### config.mk
export PLATFORM = sky130hd
export DESIGN_NAME = tag_bit_modulator
export DESIGN_NICKNAME = d
export VERILOG_FILES = /design/src/rtl/hitchhike_pkg.sv /design/src/rtl/trig_edge_sync.sv /design/src/rtl/tag_bit_modulator.sv
export SDC_FILE = /design/constraint.sdc
export NUM_CORES = 1
export LEC_CHECK = 0
export CAP_MARGIN = 20
export CORE_UTILIZATION = 45
export CTS_CLUSTER_SIZE = 25
export DETAILED_ROUTE_END_ITERATION = 7
export GPL_TIMING_DRIVEN = 0
export PLACE_DENSITY = 0.65
export REMOVE_ABC_BUFFERS = 1
export SLEW_MARGIN = 20
export SYNTH_ARGS = -nofsm -noshare
export SYNTH_HDL_FRONTEND = slang
export SYNTH_SLANG_ARGS = --single-unit
### constraint.sdc
create_clock -name clock -period 2.3 [get_ports clock]
set_input_delay 0.46 -clock clock [delete_from_list [all_inputs] [get_ports clock]]
set_output_delay 0.46 -clock clock [all_outputs]
set_load 0.01 [all_outputs]
### src/rtl/hitchhike_pkg.sv
// Shared state encoding, default timing constants and helpers for the
// tag transmit path.
package hitchhike_pkg;

   localparam logic [2:0] S_IDLE     = 3'd0;
   localparam logic [2:0] S_ARMED    = 3'd1;
   localparam logic [2:0] S_PREAMBLE = 3'd2;
   localparam logic [2:0] S_PAYLOAD  = 3'd3;
   localparam logic [2:0] S_DONE     = 3'd4;

   typedef enum logic [2:0] {
      IDLE     = S_IDLE,
      ARMED    = S_ARMED,
      PREAMBLE = S_PREAMBLE,
      PAYLOAD  = S_PAYLOAD,
      DONE     = S_DONE
   } state_t;

   localparam int SYM_CYCLES_DEF    = 10;
   localparam int PREAMBLE_SYMS_DEF = 192;
   localparam int DATA_W_DEF        = 32;
   localparam int SHIFT_HALF_DEF    = 1;

   // Counter width that never collapses to zero bits.
   function automatic int cnt_width(input int n);
      return (n > 1) ? $clog2(n) : 1;
   endfunction

endpackage

### src/rtl/trig_edge_sync.sv
// Two-flop synchronizer for an asynchronous trigger plus a history flop
// producing a one-cycle rising-edge pulse.
module trig_edge_sync (
   input  logic clock,
   input  logic reset,
   input  logic async_in,
   output logic rise
);

   logic sync1_r;
   logic sync2_r;
   logic sync3_r;

   // Synchronizer chain followed by the edge-history stage
   always_ff @(posedge clock or negedge reset) begin
      if (!reset) begin
         sync1_r <= 1'b0;
         sync2_r <= 1'b0;
         sync3_r <= 1'b0;
      end else begin
         sync1_r <= async_in;
         sync2_r <= sync1_r;
         sync3_r <= sync2_r;
      end
   end

   assign rise = sync2_r & ~sync3_r;

endmodule

### src/rtl/tag_bit_modulator.sv
// Backscatter tag modulator: latches a payload, waits for a packet-detect
// edge, then drives a phase-inverted square wave onto the RF switch.
module tag_bit_modulator
   import hitchhike_pkg::*;
#(
   parameter int SYM_CYCLES    = SYM_CYCLES_DEF,
   parameter int PREAMBLE_SYMS = PREAMBLE_SYMS_DEF,
   parameter int DATA_W        = DATA_W_DEF,
   parameter int SHIFT_HALF    = SHIFT_HALF_DEF
) (
   input  logic              clock,
   input  logic              reset,
   input  logic [DATA_W-1:0] data_in,
   input  logic              data_valid,
   output logic              data_ready,
   input  logic              trigger_signal,
   output logic              signal_into_switch,
   output logic              tx_busy,
   output logic              tx_done
);

   localparam int SW = cnt_width(SYM_CYCLES);
   localparam int PW = cnt_width(PREAMBLE_SYMS + 1);
   localparam int BW = cnt_width(DATA_W + 1);
   localparam int HW = cnt_width(SHIFT_HALF + 1);

   localparam logic [SW-1:0] SYM_LAST  = SW'(SYM_CYCLES - 1);
   localparam logic [PW-1:0] PRE_LAST  = PW'(PREAMBLE_SYMS - 1);
   localparam logic [BW-1:0] BIT_LAST  = BW'(DATA_W - 1);
   localparam logic [HW-1:0] HALF_LAST = HW'(SHIFT_HALF - 1);

   state_t            state_r;
   logic [SW-1:0]     sym_cnt_r;
   logic [PW-1:0]     pre_cnt_r;
   logic [BW-1:0]     bit_cnt_r;
   logic [HW-1:0]     half_cnt_r;
   logic [DATA_W-1:0] shreg_r;
   logic              wave_r;
   logic              switch_r;
   logic              busy_r;
   logic              done_r;
   logic              ready_r;

   logic              trig_rise_s;
   logic              sym_end_s;
   logic              half_end_s;
   logic              wave_nx_s;

   trig_edge_sync u_trig_sync (
      .clock    (clock),
      .reset    (reset),
      .async_in (trigger_signal),
      .rise     (trig_rise_s)
   );

   assign sym_end_s  = (sym_cnt_r == SYM_LAST);
   assign half_end_s = (half_cnt_r == HALF_LAST);
   assign wave_nx_s  = wave_r ^ half_end_s;

   // Transmit FSM with counters, shift register, wave divider and output registers.
   // The switch register is loaded from next-cycle wave/bit values so it lines up with state.
   always_ff @(posedge clock or negedge reset) begin
      if (!reset) begin
         state_r    <= IDLE;
         sym_cnt_r  <= '0;
         pre_cnt_r  <= '0;
         bit_cnt_r  <= '0;
         half_cnt_r <= '0;
         shreg_r    <= '0;
         wave_r     <= 1'b0;
         switch_r   <= 1'b0;
         busy_r     <= 1'b0;
         done_r     <= 1'b0;
         ready_r    <= 1'b1;
      end else begin
         done_r <= 1'b0;
         case (state_r)
            IDLE: begin
               switch_r <= 1'b0;
               busy_r   <= 1'b0;
               if (data_valid && ready_r) begin
                  shreg_r <= data_in;
                  ready_r <= 1'b0;
                  state_r <= ARMED;
               end else begin
                  ready_r <= 1'b1;
               end
            end
            ARMED: begin
               if (trig_rise_s) begin
                  state_r    <= PREAMBLE;
                  sym_cnt_r  <= '0;
                  pre_cnt_r  <= '0;
                  half_cnt_r <= '0;
                  wave_r     <= 1'b0;
                  switch_r   <= 1'b0;
                  busy_r     <= 1'b1;
               end else begin
                  state_r <= ARMED;
               end
            end
            PREAMBLE: begin
               wave_r     <= wave_nx_s;
               half_cnt_r <= half_end_s ? '0 : half_cnt_r + HW'(1);
               if (sym_end_s) begin
                  sym_cnt_r <= '0;
                  if (pre_cnt_r == PRE_LAST) begin
                     state_r   <= PAYLOAD;
                     pre_cnt_r <= '0;
                     bit_cnt_r <= '0;
                     switch_r  <= wave_nx_s ^ shreg_r[DATA_W-1];
                  end else begin
                     pre_cnt_r <= pre_cnt_r + PW'(1);
                     switch_r  <= wave_nx_s;
                  end
               end else begin
                  sym_cnt_r <= sym_cnt_r + SW'(1);
                  switch_r  <= wave_nx_s;
               end
            end
            PAYLOAD: begin
               wave_r     <= wave_nx_s;
               half_cnt_r <= half_end_s ? '0 : half_cnt_r + HW'(1);
               if (sym_end_s) begin
                  sym_cnt_r <= '0;
                  shreg_r   <= {shreg_r[DATA_W-2:0], 1'b0};
                  if (bit_cnt_r == BIT_LAST) begin
                     state_r   <= DONE;
                     bit_cnt_r <= '0;
                     switch_r  <= 1'b0;
                     busy_r    <= 1'b0;
                     done_r    <= 1'b1;
                  end else begin
                     bit_cnt_r <= bit_cnt_r + BW'(1);
                     switch_r  <= wave_nx_s ^ shreg_r[DATA_W-2];
                  end
               end else begin
                  sym_cnt_r <= sym_cnt_r + SW'(1);
                  switch_r  <= wave_nx_s ^ shreg_r[DATA_W-1];
               end
            end
            DONE: begin
               state_r  <= IDLE;
               ready_r  <= 1'b1;
               switch_r <= 1'b0;
               busy_r   <= 1'b0;
            end
            default: begin
               state_r  <= IDLE;
               ready_r  <= 1'b1;
               switch_r <= 1'b0;
               busy_r   <= 1'b0;
            end
         endcase
      end
   end

   assign signal_into_switch = switch_r;
   assign tx_busy            = busy_r;
   assign tx_done            = done_r;
   assign data_ready         = ready_r;

endmodule

==> impl_metrics.tcl <==
set metrics [dict create \
    status "finished, final reports clean" \
    path_clk_slew_ns 0.07 \
    die_area_sq_um 8020 \
    clkPwrFrac 0.487 \
    grt.busiest_layer "met2" \
    cp-end-kind "flop" \
    yosys.area.top_type_share 0.435 \
    power.density_nw_per_um2 602 \
    cts_tree "yes" \
    synth_compound_gate_area_share 0.102 \
    grt_pass1_wl_mm 10.2 \
    grt_max_degree 45 \
    grtUsageMet3 0.0536 \
    avgSynthCellArea_sq_um 12.6 \
    swShare 0.191 \
    ff2ff_path_depth 7 \
    netSwitchingPower_mw 0.481 \
    drt_iter0_markers 114 \
    cp.arrival_ns 2.37 \
    cts.sinks 61 \
    setup_viol 0 \
    tightestPinTransition_ns 0.571 \
    internal_power_mw 2.04 \
    synth_xor_area_frac 0.00508 \
    drc_errors 0 \
    preCtsSetupSlack_ns -0.146 \
    fin_crit_sh 0.935 \
    holdCritPathClass "reg -> reg" \
    setup_slack_ns 0.150 \
    pwr-share-comb 0.069 \
    dr.pass1.iters 4 \
    slew_headroom 0.619 \
    place_congestion 0.789 \
    viasPerCell 5.24 \
    wl_per_cell_microns 14.6 \
    ys_warn_count 0 \
    final_hold_viol_count 0 \
    grt_usage 0.172 \
    ir_worst_vdd_mv 0.390 \
    setup_tns_ns 0 \
    fin_hold_ws_ns 0.350 \
    seqPwrFrac 0.445 \
    cts_buffers 9 \
    dieHeight_microns 89.5 \
    hpwl_mm 4.23 \
    clock.fmax_ghz 0.465 \
    critPathMaxFanout 16 \
    postRouteAntennaNets 0 \
    worst_setup_path_start_kind "flop" \
    cts.path.max_buffers 2 \
    coreArea_sq_um 7330 \
    groute.layer.met2.usage 0.253 \
    cts_htree_levels 3 \
    drv_cap 0 \
    netlist-cell-type-count 55 \
    ys_top_cells_by_area "dfrtp_1 44%, mux2_4 24%, mux2_2 2.9%" \
    synth_ff_type "dfrtp_1" \
    async_flop_share 1.00 \
    vias 2196 \
    worstSetupPathType "reg -> reg" \
    synth_top_family_by_area "multiplexers" \
    grtUsageMet1 0.235 \
    synthAdderAreaFrac 0.0145 \
    synthMuxAreaShare 0.275 \
    num_antenna_cells 0 \
    ioPinCount 40 \
    root_buffer "clkbuf_8" \
    fp-row-count 31 \
    required_ns 2.52 \
    syn-cell-area_sq_um 3450 \
    postSynthRegisterBits 61 \
    routed_wl_mm 6.13 \
    grt_pass1_vias 2129 \
    drv_slew 0 \
    area_growth_syn_to_layout_pct 21.4 \
    drive_gt1_frac 0.300 \
    ys_seq_area_frac 0.443 \
    synth_top_cell_by_area "dfrtp_1" \
    portBuffers 39 \
    grt_setup_unrepaired "false" \
    syn_inst 273 \
    synth-simple-area-share 0.110 \
    skew_ns 0.00956 \
    antenna_found_initial 0 \
    worstHoldPathCells 0 \
    synth_edf_count 0 \
    gr-total-overflow 0 \
    initial_utilization 0.470 \
    die_x_microns 89.5 \
    leakagePower_nw 1.78 \
    num-nets-final 355 \
    clkLatencyLatePin_ns 0.34 \
    period_minus_slack_ns 2.15 \
]
[state kept, by name, summed over array words and instances (netlist names)]
register             cells
u_trig_sync.sync2_r      1
sym_cnt_r                4
u_trig_sync.sync3_r      1
tx_busy                  1
signal_into_switch       1
data_ready               1
pre_cnt_r                8
wave_r                   1
bit_cnt_r                6
u_trig_sync.sync1_r      1
shreg_r                 32
tx_done                  1
state_r                  3
[layout by cell type, fill, tap and decap left out, drive strengths merged, types with 2 or more instances in the layout]
cell | synthesis | final
mux2 | 64 | 64
dfrtp | 60 | 60
clkdlybuf4s50 | 0 | 38
o21ai | 20 | 20
nand2 | 17 | 17
nand3 | 13 | 13
clkbuf | 0 | 13
nor2 | 9 | 9
a31oi | 7 | 7
a21oi | 6 | 6
buf | 14 | 6
inv | 5 | 5
ha | 4 | 4
nor2b | 3 | 3
nand4 | 3 | 3
nor3 | 3 | 3
nand2b | 3 | 3
a22o | 3 | 3
o31ai | 3 | 3
bufinv | 0 | 3
nor3b | 3 | 3
and3b | 3 | 3
mux2i | 2 | 2
and3 | 2 | 2
and2 | 2 | 2
a211oi | 2 | 2
or4 | 2 | 2
or2 | 2 | 2
a21boi | 2 | 2
[path summary, 6_finish.rpt]
kind                                                       to  slack [ns]                     startpoint
worst max register to register         shreg_r[7]$_DFFE_PN0P_        0.15       sym_cnt_r[1]$_DFFE_PN0P_
max in group asynchronous              data_ready$_DFFE_PN1N_        1.21                          reset
min in group asynchronous            bit_cnt_r[3]$_DFFE_PN0P_        0.54                          reset
worst min-delay path            u_trig_sync.sync2_r$_DFF_PN0_        0.35  u_trig_sync.sync1_r$_DFF_PN0_
worst min register to register  u_trig_sync.sync2_r$_DFF_PN0_        0.35  u_trig_sync.sync1_r$_DFF_PN0_
worst max-delay path                   shreg_r[7]$_DFFE_PN0P_        0.15       sym_cnt_r[1]$_DFFE_PN0P_
[stage by stage]
step | std cells | utilization | total power [mW] | cell area, sq um
6_report | 419 | 0.571 | 2.52 | 4190
5_1_grt | 419 | 0.571 | 2.61 | 4190
4_1_cts | 418 | 0.570 | 2.55 | 4180
3_5_place_dp | 401 | 0.533 | 1.32 | 3910
3_3_place_gp | 397 | 0.519 | 1.31 | 3810
2_1_floorplan | 259 | - | 1.22 | 3290
[metal layers]
| metal | part of all wire | wire length (microns) | vias to the layer above |
|---|---|---|---|
| li1 | - | - | 1091 |
| met1 | 0.49 | 3000 | 1060 |
| met2 | 0.46 | 2810 | 37 |
| met3 | 0.037 | 227 | 8 |
| met4 | 0.015 | 94 | 0 |
| met5 | 0 | 0 | - |
[layout make-up]
| type | count | area, sq um |
|---|---|---|
| well taps | 99 | 124 |
| repair buffers | 45 | 508 |
| clock buffers | 13 | 169 |
| multi-input cells | 193 | 1750 |
| fillers | 598 | 3140 |
| inverters | 5 | 18.8 |
| clock inverters | 3 | 90.1 |
| flip-flops and latches | 61 | 1530 |
[synth_stat cells, drive strengths merged (2+ instances only)]
master,n
mux2,64
dfrtp,60
o21ai,20
nand2,17
buf,14
nand3,13
nor2,9
a31oi,7
a21oi,6
inv,5
ha,4
a22o,3
and3b,3
nand2b,3
nand4,3
nor2b,3
nor3,3
nor3b,3
o31ai,3
a211oi,2
a21boi,2
and2,2
and3,2
mux2i,2
or2,2
or4,2
[worst max-delay path, cell delays in order, from the launching register on]
cell	delay (ns)
dfrtp_1	0.43
inv_1	0.07
ha_1	0.15
and3b_2	0.40
nand3_2	0.13
a21oi_4	0.29
buf_16	0.20
mux2_2	0.35
[logic make-up after synthesis]
group / count (synthesis)
muxes: 66
AOI/OAI and AO/OA: 52
xor gates and xnor gates: 2
DFF: 61
adders and majority gates: 4
buffers and inverters: 19
and+or+nand+nor: 69
[power by group through the flow]
stage / logic, mW / registers [mW] / clock network (mW)
floorplan: 0.0820 / 1.13 / 0
global placement: 0.168 / 1.14 / 0
detailed placement: 0.176 / 1.14 / 0
CTS: 0.178 / 1.12 / 1.25
global route: 0.189 / 1.12 / 1.30
finish: 0.173 / 1.12 / 1.23
[what timing repair did]
item | in CTS | in global routing
resized for setup | 1 | 1
setup buffers | 0 | 1
hold buffers | 1 | 0
pin swaps | 0 | 1
hold endpoints to repair | 17 | 0
endpoints found under the setup margin | 28 | 31
Power figures use the tool's default switching activity.
